===== src/rtl/serial_code_lock.sv =====
// Serial code-lock controller: MSB-first code entry, pass/fail strobe, open window
// with code reprogramming, inter-bit timeout and timed lockout after repeated failures.
//   state     | meaning
//   S_IDLE    | waiting for first code bit
//   S_COLLECT | collecting remaining bits, idle timeout armed
//   S_PASS    | one-cycle success strobe, bolt released
//   S_FAIL    | one-cycle failure strobe
//   S_OPEN    | bolt held released, code register writable
//   S_LOCKOUT | input ignored until lockout timer expires
module serial_code_lock #(
  parameter int              CODE_W       = 4,
  parameter logic [CODE_W-1:0] CODE       = 'b1011,
  parameter bit              EARLY_REJECT = 1'b1,
  parameter int              TIMEOUT_CYC  = 32,
  parameter int              MAX_FAIL     = 3,
  parameter int              LOCKOUT_CYC  = 16,
  parameter int              OPEN_CYC     = 8
) (
  input  logic                            clk,
  input  logic                            rstn,
  input  logic                            ser_val,
  input  logic                            ser_data,
  input  logic                            prog_val,
  input  logic [CODE_W-1:0]               prog_code,
  output logic                            output_val,
  output logic                            unlock,
  output logic                            locked_out,
  output logic [$clog2(MAX_FAIL+1)-1:0]   fail_cnt
);

  localparam int CNT_W   = $clog2(CODE_W + 1);
  localparam int IDX_W   = $clog2(CODE_W);
  localparam int FAIL_W  = $clog2(MAX_FAIL + 1);
  localparam int IDLE_W  = (TIMEOUT_CYC > 0) ? $clog2(TIMEOUT_CYC + 1) : 1;
  localparam int TMR_MAX = (OPEN_CYC > LOCKOUT_CYC) ? OPEN_CYC : LOCKOUT_CYC;
  localparam int TMR_W   = $clog2(TMR_MAX + 1);

  typedef enum logic [2:0] {
    S_IDLE, S_COLLECT, S_PASS, S_FAIL, S_OPEN, S_LOCKOUT
  } state_t;

  state_t              state_q, state_d;
  logic [CODE_W-1:0]   code_q, code_d;
  logic [CNT_W-1:0]    bit_cnt_q, bit_cnt_d;
  logic                mismatch_q, mismatch_d;
  logic [FAIL_W-1:0]   fail_cnt_q, fail_cnt_d;
  logic [IDLE_W-1:0]   idle_cnt_q, idle_cnt_d;
  logic [TMR_W-1:0]    tmr_q, tmr_d;

  logic [IDX_W-1:0]    bit_idx;
  logic                bit_wrong;
  logic                go_pass;
  logic                go_fail;

  assign bit_idx = IDX_W'(CODE_W - 1) - IDX_W'(bit_cnt_q);

  always_comb begin
    state_d    = state_q;
    code_d     = code_q;
    bit_cnt_d  = bit_cnt_q;
    mismatch_d = mismatch_q;
    fail_cnt_d = fail_cnt_q;
    idle_cnt_d = idle_cnt_q;
    tmr_d      = tmr_q;
    bit_wrong  = 1'b0;
    go_pass    = 1'b0;
    go_fail    = 1'b0;

    case (state_q)
      S_IDLE: begin
        if (ser_val) begin
          bit_wrong  = (ser_data != code_q[CODE_W-1]);
          bit_cnt_d  = CNT_W'(1);
          mismatch_d = bit_wrong;
          idle_cnt_d = '0;
          if (EARLY_REJECT && bit_wrong) go_fail = 1'b1;
          else                           state_d = S_COLLECT;
        end
      end
      S_COLLECT: begin
        // An accepted bit takes priority over a timeout on the same edge.
        if (ser_val) begin
          bit_wrong  = (ser_data != code_q[bit_idx]);
          bit_cnt_d  = bit_cnt_q + CNT_W'(1);
          mismatch_d = mismatch_q | bit_wrong;
          idle_cnt_d = '0;
          if (EARLY_REJECT && bit_wrong) begin
            go_fail = 1'b1;
          end else if (bit_cnt_q == CNT_W'(CODE_W - 1)) begin
            if (mismatch_q || bit_wrong) go_fail = 1'b1;
            else                         go_pass = 1'b1;
          end
        end else if (TIMEOUT_CYC != 0) begin
          idle_cnt_d = idle_cnt_q + IDLE_W'(1);
          if (idle_cnt_q == IDLE_W'(TIMEOUT_CYC - 1)) go_fail = 1'b1;
        end
      end
      S_PASS: begin
        state_d = S_OPEN;
        tmr_d   = TMR_W'(OPEN_CYC - 1);
      end
      S_OPEN: begin
        if (prog_val) code_d = prog_code;
        if (tmr_q == '0) state_d = S_IDLE;
        else             tmr_d   = tmr_q - TMR_W'(1);
      end
      S_FAIL: begin
        if (fail_cnt_q == FAIL_W'(MAX_FAIL)) begin
          state_d = S_LOCKOUT;
          tmr_d   = TMR_W'(LOCKOUT_CYC - 1);
        end else begin
          state_d = S_IDLE;
        end
      end
      S_LOCKOUT: begin
        if (tmr_q == '0) begin
          state_d    = S_IDLE;
          fail_cnt_d = '0;
        end else begin
          tmr_d = tmr_q - TMR_W'(1);
        end
      end
      default: state_d = S_IDLE;
    endcase

    if (go_fail || go_pass) begin
      bit_cnt_d  = '0;
      mismatch_d = 1'b0;
      idle_cnt_d = '0;
    end
    if (go_fail) begin
      state_d    = S_FAIL;
      fail_cnt_d = fail_cnt_q + FAIL_W'(1);
    end
    if (go_pass) begin
      state_d    = S_PASS;
      fail_cnt_d = '0;
    end
  end

  always_ff @(posedge clk) begin
    if (!rstn) begin
      state_q    <= S_IDLE;
      code_q     <= CODE;
      bit_cnt_q  <= '0;
      mismatch_q <= 1'b0;
      fail_cnt_q <= '0;
      idle_cnt_q <= '0;
      tmr_q      <= '0;
    end else begin
      state_q    <= state_d;
      code_q     <= code_d;
      bit_cnt_q  <= bit_cnt_d;
      mismatch_q <= mismatch_d;
      fail_cnt_q <= fail_cnt_d;
      idle_cnt_q <= idle_cnt_d;
      tmr_q      <= tmr_d;
    end
  end

  assign output_val = (state_q == S_PASS) || (state_q == S_FAIL);
  assign unlock     = (state_q == S_PASS) || (state_q == S_OPEN);
  assign locked_out = (state_q == S_LOCKOUT);
  assign fail_cnt   = fail_cnt_q;

endmodule

===== config.mk =====
export PLATFORM = sky130hd
export DESIGN_NAME = serial_code_lock
export DESIGN_NICKNAME = d
export VERILOG_FILES = /design/src/rtl/serial_code_lock.sv
export SDC_FILE = /design/constraint.sdc
export NUM_CORES = 1
export LEC_CHECK = 0
export CAP_MARGIN = 20
export CORE_UTILIZATION = 53
export CTS_CLUSTER_SIZE = 16
export DETAILED_ROUTE_END_ITERATION = 8
export PLACE_DENSITY = 0.77
export SKIP_CTS_REPAIR_TIMING = 1
export SLEW_MARGIN = 0
export SYNTH_ARGS = -nofsm -noshare
export SYNTH_HDL_FRONTEND = slang
export SYNTH_SLANG_ARGS = --single-unit
export TNS_END_PERCENT = 10

===== constraint.sdc =====
create_clock -name clk -period 2.7 [get_ports clk]
set_input_delay 0.405 -clock clk [delete_from_list [all_inputs] [get_ports clk]]
set_output_delay 0.405 -clock clk [all_outputs]
set_load 0.005 [all_outputs]

==> results of run 1 <==
[worst reg2reg max path: stages, from the launching register on]
cell     delay (ns)
dfxtp_1        0.41
mux4_2         0.54
xnor2_2        0.18
a221o_2        0.39
nand4_2        0.25
and2b_1        0.22
[area by class of cell]
type                            count  area (sq um)  area share, %
Sequential cell                    24           480           32.5
Tap cell                           28          35.0           2.37
Timing Repair Buffer               15           145           9.82
Multi-Input combinational cell    114           734           49.7
Inverter                            8          30.0           2.03
Clock buffer                        3          22.5           1.52
Clock inverter                      1          30.0           2.03
[per-layer routing]
metal	vias up	global-route usage [%]	share of wire, %
met5	-	0	0
met4	0	13.4	1.5
met3	6	3.27	3.0
met2	29	43.1	53
met1	541	25.3	43
li1	564	-	-
[flip-flops by register name (all words and copies together), names as in the netlist]
register    count
bit_cnt_q       3
fail_cnt        2
idle_cnt_q      6
code_q          4
state_q         3
mismatch_q      1
tmr_q           5
[worst min path at each step]
stage,end,slack (ns),cells past startpoint
5_1_grt,tmr_q[4],0.51,2
4_1_cts,code_q[1],0.50,2
2_1_floorplan,tmr_q[4],0.43,2
3_3_place_gp,tmr_q[4],0.44,2
3_5_place_dp,code_q[1],0.46,2
6_report,code_q[1],0.49,2
[kinds of logic (layout without fill, tap and decap cells)]
group | count (synthesis) | after routing | share of synthesized area, %
XOR/XNOR | 3 | 3 | 2.67
flip-flops | 24 | 24 | 38.0
buffers and inverters | 11 | 27 | 3.86
AO/OA/AOI/OAI | 36 | 36 | 18.3
multiplexers | 6 | 6 | 5.74
adder cells (fa/ha/maj) | 5 | 5 | 4.95
AND/OR/NAND/NOR | 64 | 64 | 26.4
[cell usage in the layout, fill, tap and decap left out, types with 2 or more instances in the layout]
cell type / instances
a22oi_1: 2
nor3b_2: 2
mux2i_1: 5
inv_1: 8
a211oi_2: 2
dfxtp_1: 24
o211a_1: 2
o21ai_0: 9
nor2b_1: 2
ha_1: 5
nor3_1: 3
buf_4: 2
nand2b_1: 2
clkbuf_4: 3
a21oi_1: 14
nand4_1: 3
or3_1: 3
nor2_1: 15
nand3_1: 4
nand2_1: 20
clkdlybuf4s50_1: 13
[metrics by stage]
stage	setup WS (ns)	std cells	util, %	total power (W)
4_1_cts	0.609	193	66.2	0.000854
6_report	0.611	193	66.2	0.000847
3_5_place_dp	0.617	189	63.8	0.000591
3_3_place_gp	0.663	189	63.8	0.000583
5_1_grt	0.486	193	66.2	0.000886
2_1_floorplan	0.860	149	-	0.000531
[power groups by stage]
stage | clock [W] | sequential, W | combinational (W)
after global routing | 0.000275 | 0.000402 | 0.000209
final | 0.000263 | 0.000398 | 0.000186
after global placement | 0 | 0.000404 | 0.000179
after floorplan | 0 | 0.000402 | 0.000129
after CTS | 0.000270 | 0.000398 | 0.000186
after detailed placement | 0 | 0.000406 | 0.000185
==> out/results.ini, run 1 <==
[power_and_ir_drop]
power_frac_seq_pct = 47.0
intPower_w = 0.000614
sw_frac_of_total_pct = 27.6
p_switching_w = 0.000234
ir_worst_vdd_mv = 0.468
power_frac_clock_pct = 31.0
p_comb_share_pct = 22.0
p_per_area_nw_per_um2 = 574
p_leak_nw = 0.582

[synth]
yosys_warnings = 0
synthTopCellsByCount = dfxtp_1, nand2_1, nor2_1, a21oi_1, o21ai_0
ys_top_cells_by_area = dfxtp_1, nand2_1, a21oi_1, ha_1, nor2_1
synth_edf_count = 0
syn_inst = 149
ys_async_sr_fraction_pct = 0
ys_types = 41
synth_top_area_share_pct = 38.0
syn_nets = 163
ys_ff_latch = 24
syn_avg_cell_area_sq_um = 8.48
ys_dominant_reg_cell = dfxtp_1
synth.most_common_cell = dfxtp_1
syn_area_sq_um = 1260
seq_area_frac_synth_pct = 38.0
yosysTopAreaCell = dfxtp_1

[floorplanning]
dieArea_sq_um = 2580
die_y_microns = 50.8
io_pins = 14
core_sq_um = 2230
die_w_microns = 50.8
initial_core_util_pct = 56.6
rows = 17

[clock_tree]
worstSkewPairLatency_ns = 0.32
cts_made_buffers = 3
cts_tree = built
cts_sinks = 24
cts_max_level = 1
path_clk_slew_ns = 0.13
cts.path.max_buffers = 2
root_buffer = clkbuf_4

[timing]
worst_pin_slew_ns = 0.508
drv_slew = 0
hold_viol = 0
min_period_over_period_pct = 77.4
fin_skew_ns = 0.00210
rsz0062_at_grt = false
finalCriticalPeriod_ns = 2.09
max_slew_margin_pct = 65.7
final.setup.tns_ns = 0
max_clock_freq_mhz = 479
hold_ws_ns = 0.489
setup_viol = 0

[global_routing]
grt_pass1_vias = 1109
antenna_found_initial = 0
grt_pass1_wl_mm = 4.51
overflow = 0
grtUsageTotal_pct = 23.4
grt_max_degree = 15

[detailed_routing]
via_per_inst = 5.91
ant_nets = 0
vias = 1140
drt_iter0_drc = 28
wl_per_cell_microns = 13.4
firstDrtPassIters = 4
wl_mm = 2.58
drc = 0

[min_path]
min_from = code_q[1]
hp-class = reg2reg

[critical_path]
cp.depth = 3
crit_slowest_cell = clkdlybuf4s50_1
start_kind = register
r2r_end = state_q[2]
cp-startpoint = state_q[1]
max_stage_delay_ns = 0.51
worstPathMaxFanout = 7
crit_chain = nand2b_1, a21oi_1, clkdlybuf4s50_1
worstSetupPathType = reg2out
cp.arrival_ns = 1.68
crit_path_end = unlock
rrSetupSlack_ns = 0.63
critPathTopFamily = buffers and inverters
rr_worst_depth = 5
endpoint_kind = output pin
r2r_start = bit_cnt_q[1]
required_ns = 2.30
critPathBufInv = 1

[run_status]
status = completed

[final_layout]
final_area_sq_um = 1480
nets = 180
fill_cells = 213
layout-drive-gt1-share_pct = 10.3
area_growth_pct = 16.9
antenna_cells = 0

[placement]
port_buffers = 13
dp_hpwl_mm = 1.94
globalplace.congestion = 0.813
place_area_sq_um = 1430

[flow_run]
drv_cap = 0

(Power assumes the default switching activity.)
==> inputs of run 2 (changes only) <==
- CORE_UTILIZATION: 53 -> 49
- PLACE_DENSITY: 0.77 -> 0.75
- clock period: 2.7 -> 1.8 ns (I/O delays scaled with it)
==> run 2 against run 1 <==
Net effect: the flow now finishes with violations (setup timing); critical path depth grew 2; cell area rose by 14%; flip-flop and latch count unchanged; non-clock buffer count increased by 19; first-iteration DRC count shrank 71%; wire length up 5.7%; cell count increased by 11%; register-to-register slack worse by 0.72 ns; sequential share of layout area decreased by 3.3 points; clock skew is 0.0084 ns higher; combinational power rose by 98%; largest cell class unchanged; largest power group unchanged.
==> out/results.ini, run 2 (synthesized netlist as in run 1, its figures left out) <==
[final_layout]
layout_common_cells = nand2_1, dfxtp_1, buf_4  ; was dfxtp_1, nand2_1, nor2_1
layout-drive-gt1-share_pct = 24.5  ; was 10.3%
largest_register_ffs = 6  ; unchanged
fill_cells = 195  ; was 213
nets = 199  ; was 180
top_register = idle_cnt_q  ; unchanged
antenna_cells = 0  ; unchanged
instances_no_fill = 214  ; was 193
final_area_sq_um = 1680  ; was 1480 sq um
area_growth_pct = 33.0  ; was 16.9%
top_regs = idle_cnt_q x6, tmr_q x5, code_q x4  ; unchanged

[critical_path]
max_stage_delay_ns = 0.52  ; was 0.51 ns
endpoint_kind = register  ; was output pin
worstPathMaxFanout = 4  ; was 7
rrSetupSlack_ns = -0.09  ; was 0.63 ns
critPathBufInv = 0  ; was 1
required_ns = 2.05  ; was 2.30 ns
critPathTopFamily = compound AO/OA/AOI/OAI gates  ; was buffers and inverters
start_kind = register  ; unchanged
crit_slowest_cell = mux4_2  ; was clkdlybuf4s50_1
cp.arrival_ns = 2.14  ; was 1.68 ns
crit_chain = mux4_2, xnor2_2, a221o_2, and2_4, a211oi_2  ; was nand2b_1, a21oi_1, clkdlybuf4s50_1
r2r_start = bit_cnt_q[1]  ; unchanged
cp-startpoint = bit_cnt_q[1]  ; was state_q[1]
worstSetupPathType = reg2reg  ; was reg2out

[floorplanning]
core_sq_um = 2450  ; was 2230 sq um
die_w_microns = 52.8  ; was 50.8 microns
initial_core_util_pct = 51.5  ; was 56.6%
die_y_microns = 52.8  ; was 50.8 microns
dieArea_sq_um = 2790  ; was 2580 sq um
io_pins = 14  ; unchanged
rows = 18  ; was 17

[timing]
final.setup.tns_ns = -0.611  ; was 0 ns
drv_slew = 0  ; unchanged
min_period_over_period_pct = 105
setup_viol = 14  ; was 0
finalCriticalPeriod_ns = 1.89
worst_pin_slew_ns = 0.386  ; was 0.508 ns
max_slew_margin_pct = 74.1  ; was 65.7%
rsz0062_at_grt = true  ; was false
max_clock_freq_mhz = 529
hold_ws_ns = 0.496  ; was 0.489 ns
hold_viol = 0  ; unchanged
fin_skew_ns = 0.0105  ; was 0.00210 ns
fin_ws_ns = -0.0896  ; was 0.611 ns

[power_and_ir_drop]
p_leak_nw = 0.720  ; was 0.582 nW
sw_frac_of_total_pct = 27.5  ; was 27.6%
p_switching_w = 0.000375  ; was 0.000234 W
power_frac_clock_pct = 29.3  ; was 31.0%
power_frac_seq_pct = 43.6  ; was 47.0%
p_comb_share_pct = 27.1  ; was 22.0%
power_w = 0.00136  ; was 0.000847 W
p_per_area_nw_per_um2 = 811  ; was 574 nW/um^2
ir_worst_vdd_mv = 0.754  ; was 0.468 mV
intPower_w = 0.000989  ; was 0.000614 W

[clock_tree]
cts_max_level = 1  ; unchanged
worstSkewPairLatency_ns = 0.33  ; was 0.32 ns
root_buffer = clkbuf_4  ; unchanged
path_clk_slew_ns = 0.14  ; was 0.13 ns
cts_tree = built  ; unchanged
cts_sinks = 24  ; unchanged
cts_made_buffers = 3  ; unchanged
cts.path.max_buffers = 2  ; unchanged

[placement]
globalplace.congestion = 0.923  ; was 0.813
dp_hpwl_mm = 2.13  ; was 1.94 mm
port_buffers = 13  ; unchanged
dp_cells = 208  ; was 189
place_area_sq_um = 1570  ; was 1430 sq um

[global_routing]
grt_pass1_vias = 1062  ; was 1109
antenna_found_initial = 0  ; unchanged
grtUsageTotal_pct = 21.4  ; was 23.4%
grt_max_degree = 15  ; unchanged
overflow = 0  ; unchanged
grt_pass1_wl_mm = 4.33  ; was 4.51 mm

[detailed_routing]
drt_iter0_drc = 8  ; was 28
ant_nets = 0  ; unchanged
drc = 0  ; unchanged
wl_per_cell_microns = 12.7  ; was 13.4 microns
vias = 1164  ; was 1140
wl_mm = 2.73  ; was 2.58 mm
firstDrtPassIters = 4  ; unchanged
via_per_inst = 5.44  ; was 5.91

[run_status]
violations = setup timing
status = finished, violations left  ; was completed

[min_path]
hp-class = reg2reg  ; unchanged
min_from = code_q[0]  ; was code_q[1]

[flow_run]
drv_cap = 0  ; unchanged

## run 2: metrics by stage
stage	setup slack (ns)	util, %
after global placement	-0.0420	64.0
after CTS	-0.177	66.1
after detailed placement	-0.107	64.0
after global routing	-0.151	68.5
after floorplan	-0.0363	-
final	-0.0896	68.5
## run 2: routing by layer
layer | GRT usage (%) | share of wire [%] | wire (microns) | vias to the layer above
li1 | - | - | - | 600
met5 | 0 | 0 | 0 | -
met4 | 7.89 | 0.59 | 16 | 0
met2 | 39.0 | 51 | 1390 | 18
met3 | 3.48 | 2.4 | 65 | 2
met1 | 24.5 | 46 | 1250 | 544
## run 2: power by group through the flow
| stage | registers (W) | logic, W | clock network, W |
|---|---|---|---|
| 2_1_floorplan | 0.000603 | 0.000195 | 0 |
| 6_report | 0.000595 | 0.000369 | 0.000399 |
| 3_3_place_gp | 0.000602 | 0.000329 | 0 |
| 4_1_cts | 0.000592 | 0.000340 | 0.000401 |
| 5_1_grt | 0.000600 | 0.000400 | 0.000414 |
| 3_5_place_dp | 0.000604 | 0.000339 | 0 |
## run 2: final timing paths
path	end	cells past startpoint
hold / removal	code_q[0]	2
hold reg to reg	code_q[0]	2
setup reg to reg	state_q[0]	5
setup / recovery	state_q[0]	5
## run 2: worst register-to-register path: stages (launching register included)
cell	delay [ns]
dfxtp_2	0.37
mux4_2	0.52
xnor2_2	0.17
a221o_2	0.38
and2_4	0.19
a211oi_2	0.18
## run 2: final cells by class
type                            instances  area [sq um]  share of cell area (%)
Sequential cell                        24           490                    29.2
Timing Repair Buffer                   34           305                    18.2
Inverter                                8          30.0                    1.79
Clock inverter                          1          30.0                    1.79
Tap cell                               30          37.5                    2.23
Clock buffer                            3          22.5                    1.34
Multi-Input combinational cell        114           764                    45.5
